`config.mk`:
```
export PLATFORM = sky130hd
export DESIGN_NAME = seg_scan_decoder
export DESIGN_NICKNAME = d
export VERILOG_FILES = /design/src/rtl/seg_pkg.sv /design/src/rtl/seg_to_hex.sv /design/src/rtl/seg_scan_decoder.sv
export SDC_FILE = /design/constraint.sdc
export NUM_CORES = 1
export LEC_CHECK = 0
export CAP_MARGIN = 20
export CORE_AREA = 2 2 95 97
export DETAILED_ROUTE_END_ITERATION = 16
export DIE_AREA = 0 0 97 99
export PLACE_DENSITY = 0.69
export SLEW_MARGIN = 20
export SYNTH_ARGS = -nofsm -noshare
export SYNTH_HDL_FRONTEND = slang
export SYNTH_HIERARCHICAL = 1
export SYNTH_SLANG_ARGS = --single-unit
```
`constraint.sdc`:
```
create_clock -name clk -period 2.9 [get_ports clk]
set_input_delay 0.58 -clock clk [delete_from_list [all_inputs] [get_ports clk]]
set_output_delay 0.58 -clock clk [all_outputs]
set_load 0.01 [all_outputs]
```
`src/rtl/seg_pkg.sv`:
```
// Shared constants for the 7-segment scan decoder: active-low segment codes
// (a..g, MSB = a), digit-select patterns and the FSM state type.
package seg_pkg;

    localparam logic [6:0] SEG_0     = 7'b0000001;
    localparam logic [6:0] SEG_1     = 7'b1001111;
    localparam logic [6:0] SEG_2     = 7'b0010010;
    localparam logic [6:0] SEG_3     = 7'b0000110;
    localparam logic [6:0] SEG_4     = 7'b1001100;
    localparam logic [6:0] SEG_5     = 7'b0100100;
    localparam logic [6:0] SEG_6     = 7'b0100000;
    localparam logic [6:0] SEG_7     = 7'b0001111;
    localparam logic [6:0] SEG_8     = 7'b0000000;
    localparam logic [6:0] SEG_9     = 7'b0000100;
    localparam logic [6:0] SEG_A     = 7'b0001000;
    localparam logic [6:0] SEG_B     = 7'b1100000;
    localparam logic [6:0] SEG_C     = 7'b0110001;
    localparam logic [6:0] SEG_D     = 7'b1000010;
    localparam logic [6:0] SEG_E     = 7'b0110000;
    localparam logic [6:0] SEG_F     = 7'b0111000;
    localparam logic [6:0] SEG_BLANK = 7'b1111111;

    localparam logic [3:0] AN_DIG0 = 4'b0111;
    localparam logic [3:0] AN_DIG1 = 4'b1011;
    localparam logic [3:0] AN_DIG2 = 4'b1101;
    localparam logic [3:0] AN_DIG3 = 4'b1110;

    typedef enum logic [1:0] {
        ST_WAIT   = 2'd0,
        ST_SAMPLE = 2'd1,
        ST_HOLD   = 2'd2
    } scan_state_e;

    // Legal only when exactly one digit enable is driven low.
    function automatic logic an_legal(input logic [3:0] an);
        logic ok;
        case (an)
            AN_DIG0, AN_DIG1, AN_DIG2, AN_DIG3: ok = 1'b1;
            default:                            ok = 1'b0;
        endcase
        return ok;
    endfunction

    function automatic logic [1:0] an_index(input logic [3:0] an);
        logic [1:0] idx;
        case (an)
            AN_DIG0: idx = 2'd0;
            AN_DIG1: idx = 2'd1;
            AN_DIG2: idx = 2'd2;
            AN_DIG3: idx = 2'd3;
            default: idx = 2'd0;
        endcase
        return idx;
    endfunction

endpackage

```
`src/rtl/seg_to_hex.sv`:
```
// Combinational reverse of the hex-to-7-segment encoder; unknown patterns
// decode to zero with the invalid flag raised.
module seg_to_hex
    import seg_pkg::*;
(
    input  logic [6:0] seg,
    output logic [3:0] nibble,
    output logic       invalid
);

    // Table lookup; dp is not part of the pattern.
    always_comb begin
        nibble  = 4'h0;
        invalid = 1'b0;
        case (seg)
            SEG_0:   nibble = 4'h0;
            SEG_1:   nibble = 4'h1;
            SEG_2:   nibble = 4'h2;
            SEG_3:   nibble = 4'h3;
            SEG_4:   nibble = 4'h4;
            SEG_5:   nibble = 4'h5;
            SEG_6:   nibble = 4'h6;
            SEG_7:   nibble = 4'h7;
            SEG_8:   nibble = 4'h8;
            SEG_9:   nibble = 4'h9;
            SEG_A:   nibble = 4'hA;
            SEG_B:   nibble = 4'hB;
            SEG_C:   nibble = 4'hC;
            SEG_D:   nibble = 4'hD;
            SEG_E:   nibble = 4'hE;
            SEG_F:   nibble = 4'hF;
            default: begin
                nibble  = 4'h0;
                invalid = 1'b1;
            end
        endcase
    end

endmodule

```
`src/rtl/seg_scan_decoder.sv`:
```
// Snoops a multiplexed 7-segment bus, waits for each digit strobe to settle,
// decodes the shown digit and publishes complete 4-digit frames.
module seg_scan_decoder
    import seg_pkg::*;
#(
    parameter int SETTLE = 16,
    parameter int CNT_W  = 16
) (
    input  logic        clk,
    input  logic        Reset,
    input  logic [3:0]  AN,
    input  logic [7:0]  dig,
    output logic [15:0] Data,
    output logic        Valid,
    output logic        Err,
    output logic [3:0]  Digit_Err,
    output logic [7:0]  Frame_Cnt
);

    localparam logic [CNT_W-1:0] SETTLE_M1 = CNT_W'(SETTLE - 1);

    scan_state_e      state_q, state_d;
    logic [3:0]       an_q, an_prev_q;
    logic [7:0]       dig_q;
    logic [CNT_W-1:0] cnt_q, cnt_d;
    logic [15:0]      shadow_q, shadow_d;
    logic [3:0]       mask_q, mask_d;
    logic [3:0]       derr_q, derr_d;
    logic [15:0]      data_q, data_d;
    logic             valid_q, valid_d;
    logic             err_q, err_d;
    logic [3:0]       digit_err_q, digit_err_d;
    logic [7:0]       frame_cnt_q, frame_cnt_d;

    logic [3:0]       nib_s;
    logic             inv_s;
    logic             legal_s, changed_s, capture_s, frame_done_s;
    logic [1:0]       idx_s;
    logic [3:0]       mask_base_s, derr_base_s;

    seg_to_hex u_seg_to_hex (
        .seg     (dig_q[7:1]),
        .nibble  (nib_s),
        .invalid (inv_s)
    );

    // Next-state: settle FSM, capture into the shadow word, frame hand-off.
    always_comb begin
        legal_s      = an_legal(an_q);
        idx_s        = an_index(an_q);
        changed_s    = (an_q != an_prev_q);
        frame_done_s = (mask_q == 4'hF);
        capture_s    = 1'b0;
        state_d      = state_q;
        cnt_d        = cnt_q;
        shadow_d     = shadow_q;
        data_d       = data_q;
        valid_d      = 1'b0;
        err_d        = err_q;
        digit_err_d  = digit_err_q;
        frame_cnt_d  = frame_cnt_q;

        case (state_q)
            ST_WAIT: begin
                if (!legal_s || changed_s) begin
                    cnt_d = '0;
                end else if (cnt_q == SETTLE_M1) begin
                    cnt_d   = '0;
                    state_d = ST_SAMPLE;
                end else begin
                    cnt_d = cnt_q + CNT_W'(1);
                end
            end
            ST_SAMPLE: begin
                cnt_d = '0;
                if (!legal_s || changed_s) begin
                    state_d = ST_WAIT;
                end else begin
                    capture_s = 1'b1;
                    state_d   = ST_HOLD;
                end
            end
            ST_HOLD: begin
                cnt_d = '0;
                if (!legal_s || changed_s) begin
                    state_d = ST_WAIT;
                end else begin
                    state_d = ST_HOLD;
                end
            end
            default: begin
                cnt_d   = '0;
                state_d = ST_WAIT;
            end
        endcase

        // Clearing the mask and a fresh capture may coincide; the capture
        // lands in the new frame.
        if (frame_done_s) begin
            data_d      = shadow_q;
            digit_err_d = derr_q;
            err_d       = |derr_q;
            valid_d     = 1'b1;
            frame_cnt_d = frame_cnt_q + 8'd1;
            mask_base_s = 4'h0;
            derr_base_s = 4'h0;
        end else begin
            mask_base_s = mask_q;
            derr_base_s = derr_q;
        end

        mask_d = mask_base_s;
        derr_d = derr_base_s;
        if (capture_s) begin
            shadow_d[{idx_s, 2'b00} +: 4] = nib_s;
            mask_d[idx_s]                 = 1'b1;
            derr_d[idx_s]                 = inv_s;
        end else begin
            shadow_d = shadow_q;
        end
    end

    // State and output registers.
    always_ff @(posedge clk or negedge Reset) begin
        if (!Reset) begin
            an_q        <= 4'hF;
            an_prev_q   <= 4'hF;
            dig_q       <= 8'hFF;
            state_q     <= ST_WAIT;
            cnt_q       <= '0;
            shadow_q    <= 16'h0000;
            mask_q      <= 4'h0;
            derr_q      <= 4'h0;
            data_q      <= 16'h0000;
            valid_q     <= 1'b0;
            err_q       <= 1'b0;
            digit_err_q <= 4'h0;
            frame_cnt_q <= 8'h00;
        end else begin
            an_q        <= AN;
            an_prev_q   <= an_q;
            dig_q       <= dig;
            state_q     <= state_d;
            cnt_q       <= cnt_d;
            shadow_q    <= shadow_d;
            mask_q      <= mask_d;
            derr_q      <= derr_d;
            data_q      <= data_d;
            valid_q     <= valid_d;
            err_q       <= err_d;
            digit_err_q <= digit_err_d;
            frame_cnt_q <= frame_cnt_d;
        end
    end

    assign Data      = data_q;
    assign Valid     = valid_q;
    assign Err       = err_q;
    assign Digit_Err = digit_err_q;
    assign Frame_Cnt = frame_cnt_q;

endmodule
```
==> results.py <==
metrics = {
    "place": {
        "dp_cells": 535,
        "place.port_buffers": 42,
        "place_area_sq_mm": 0.004644,
        "gp_congestion": 0.8312,
        "hpwl_mm": 5.268,
    },
    "logic_synthesis": {
        "syn_avg_cell_area_sq_um": 10.49,
        "synth_top_cell_area_share_pct": 43.47,
        "yosys.area.top_type": "dfrtp_1",
        "syn_area_sq_mm": 0.004145,
        "synth.top_cells.by_area": "dfrtp_1, dfstp_2, nand2_1",
        "synth-edff-count": 0,
        "synth_ff_type": "dfrtp_1",
        "synth_commonest_cells": "nand2_1, dfrtp_1, xnor2_1",
        "ys_seq_elements": 87,
        "syn_nets": 420,
        "async_flop_share_pct": 100.0,
        "synth.most_common_cell": "nand2_1",
        "synth-seq-area-share_pct": 52.97,
        "synth_cell_types": 54,
        "ys_warn_count": 6,
        "synthCells": 395,
    },
    "setup_path": {
        "crit_path_start_kind": "register",
        "reg2reg_to": "shadow_q[8]$_DFFE_PN0P_",
        "max_stage_delay_ps": 600,
        "crit_slowest_cell": "dfstp_2",
        "reg2reg_slack_ps": 490,
        "crit_fanout": 10,
        "critPathMostFrequentCell": "nand2_1",
        "r2r_cells": 7,
        "cp_data_arrival_time_ps": 2690,
        "end_kind": "register",
        "path_class": "reg -> reg",
        "r2r_start": "an_q[2]$_DFF_PN1_",
        "required_ps": 3180,
        "crit_chain": "xor2_1, nand2_1, ha_1, nand2b_1, a21oi_1, nand2_1, mux2i_1",
    },
    "floorplan": {
        "die_w_um": 97,
        "rows": 34,
        "die_h_um": 99,
        "initial_core_util_pct": 48.48,
        "die_area_sq_mm": 0.009603,
        "core_area_sq_mm": 0.008551,
        "ios": 44,
    },
    "sta": {
        "max_slew_margin_pct": 60.44,
        "slew_viol_final": 0,
        "fmax_mhz": 414.7,
        "finClkSkew_ps": 11.12,
        "hold_viol_final": 0,
        "rsz0062_at_grt": "false",
        "finalCriticalPeriod_ps": 2411,
        "setup_viol": 0,
        "tightest_slew_ps": 589.0,
        "fin_tns_setup_ps": 0,
        "period_share_pct": 83.15,
    },
    "clock_tree": {
        "hold_buffers": 0,
        "cts_resized": 0,
        "cts_setup_buffers": 0,
        "clock_path_buffers": 2,
        "cts_tree": "done",
        "cts_sinks": 87,
        "htreeDepth": 3,
        "clock_latency_ps": 360,
        "cts-buffers-inserted": 9,
        "clk_pin_slew_worst_paths_ps": 80,
        "cts-root-buf": "clkbuf_8",
    },
    "layout": {
        "instances_no_fill": 551,
        "diodes": 0,
        "drive_gt1_share_pct": 13.09,
        "area_growth_pct": 16.93,
        "final_area_sq_mm": 0.004847,
        "nets": 463,
    },
    "route": {
        "first_pass_iters": 4,
        "drt_iter0_drc": 153,
        "routedWlPerCell_um": 13.69,
        "final_antenna_net_count": 0,
        "routed_wl_mm": 7.541,
        "route.detailed.drc": 0,
        "route.vias.total": 2845,
        "vias_per_cell": 5.163,
    },
    "grt": {
        "grt_pass1_wl_mm": 13.29,
        "antenna_found_initial": 0,
        "grt_pass1_vias": 2768,
        "gr-usage-all-layers_pct": 17.02,
        "grt_max_degree": 47,
        "grt_overflow": 0,
    },
    "hold_path": {
        "hold_path_class": "in -> async",
    },
    "pwr": {
        "power.density_mw_per_mm2": 461.8,
        "p_total_mw": 2.238,
        "leakage_nw": 2.221,
        "vdd_drop_max_mv": 0.2136,
    },
    "run_status": {
        "status": "complete, no violations",
    },
    "run": {
        "cap_violations": 0,
    },
}
cells in the final DEF (no fill, tap or decap), types with 3 or more instances in the layout:
cell type	n
nand2_1	90
dfrtp_1	72
clkdlybuf4s50_1	41
xnor2_1	20
inv_1	19
nor2_1	19
dfstp_2	15
nand4_1	14
mux2i_1	12
nand3_1	11
ha_1	11
xor2_1	9
nor4_1	9
clkbuf_8	9
o21ai_0	8
mux2_2	8
nor3b_1	7
buf_4	7
nor4b_1	5
a21oi_1	4
and2_1	3
nor3_1	3
inv_6	3
layer usage:
layer	vias up	GRT usage (%)	part of all wire [%]
li1	1426	-	-
met1	1359	22.33	47
met2	49	28.10	48
met3	11	3.901	3.5
met4	0	5.850	1.6
met5	-	0	0
worst max-delay path, delay by kind of cell, from the launching register on:
| family | cells | cell delay (ps) |
|---|---|---|
| AOI/OAI and AO/OA | 1 | 300 |
| xor gates and xnor gates | 1 | 320 |
| adders and majority gates | 1 | 540 |
| DFF | 1 | 600 |
| muxes | 1 | 130 |
| and+or+nand+nor | 3 | 440 |
where the power goes:
part           internal (mW)  switching (mW)  leakage (nW)  total [mW]
logic                 0.0471          0.0700         0.952       0.117
registers               1.23          0.0246          1.16        1.26
clock network          0.409           0.456         0.105       0.864
total                   1.69           0.550          2.22        2.24
how the worst max path moves through the flow:
stage                       from  cells past startpoint                  endpoint  slack, ps
2_1_floorplan  an_q[2]$_DFF_PN1_                      8   shadow_q[9]$_DFFE_PN0P_        840
6_report       an_q[2]$_DFF_PN1_                      7   shadow_q[8]$_DFFE_PN0P_        490
3_5_place_dp   an_q[0]$_DFF_PN1_                      7   shadow_q[8]$_DFFE_PN0P_        490
3_3_place_gp   an_q[2]$_DFF_PN1_                      7   shadow_q[8]$_DFFE_PN0P_        630
5_1_grt        an_q[0]$_DFF_PN1_                      7  shadow_q[11]$_DFFE_PN0P_        210
4_1_cts        an_q[0]$_DFF_PN1_                      7   shadow_q[8]$_DFFE_PN0P_        470
cells by family after synthesis:
logic type                 after synthesis  synth area share (%)
xor gates and xnor gates                29                 6.128
AOI/OAI and AO/OA                       26                 4.921
muxes                                   20                 5.071
adders and majority gates               11                 3.320
and+or+nand+nor                        187                 23.48
buffers and inverters                   35                 4.105
DFF                                     87                 52.97
final cells by class:
type,instances,area [sq um]
clock buffers,9,123.9
clock inverters,7,78.83
multi-input cells,273,1779
well taps,108,135.1
flip-flops and latches,87,2196
fillers,761,3704
repair buffers,48,462.9
inverters,19,71.32
stage by stage:
| stage | utilization [%] | worst slack (ps) | hold slack (ps) |
|---|---|---|---|
| final | 56.69 | 488.8 | 205.3 |
| after floorplan | - | 842.1 | 284.4 |
| after CTS | 56.69 | 472.4 | 225.5 |
| after global routing | 56.69 | 208.4 | 232.3 |
| after global placement | 54.32 | 633.9 | 393.8 |
| after detailed placement | 54.32 | 489.3 | 395.4 |
flip-flops by register name, indices dropped and copies added, names as in the netlist, 7 cells and up:
name,flops
shadow_q,16
cnt_q,16
Data,16
dig_q,7
Frame_Cnt,8
(Power assumes the default switching activity.)
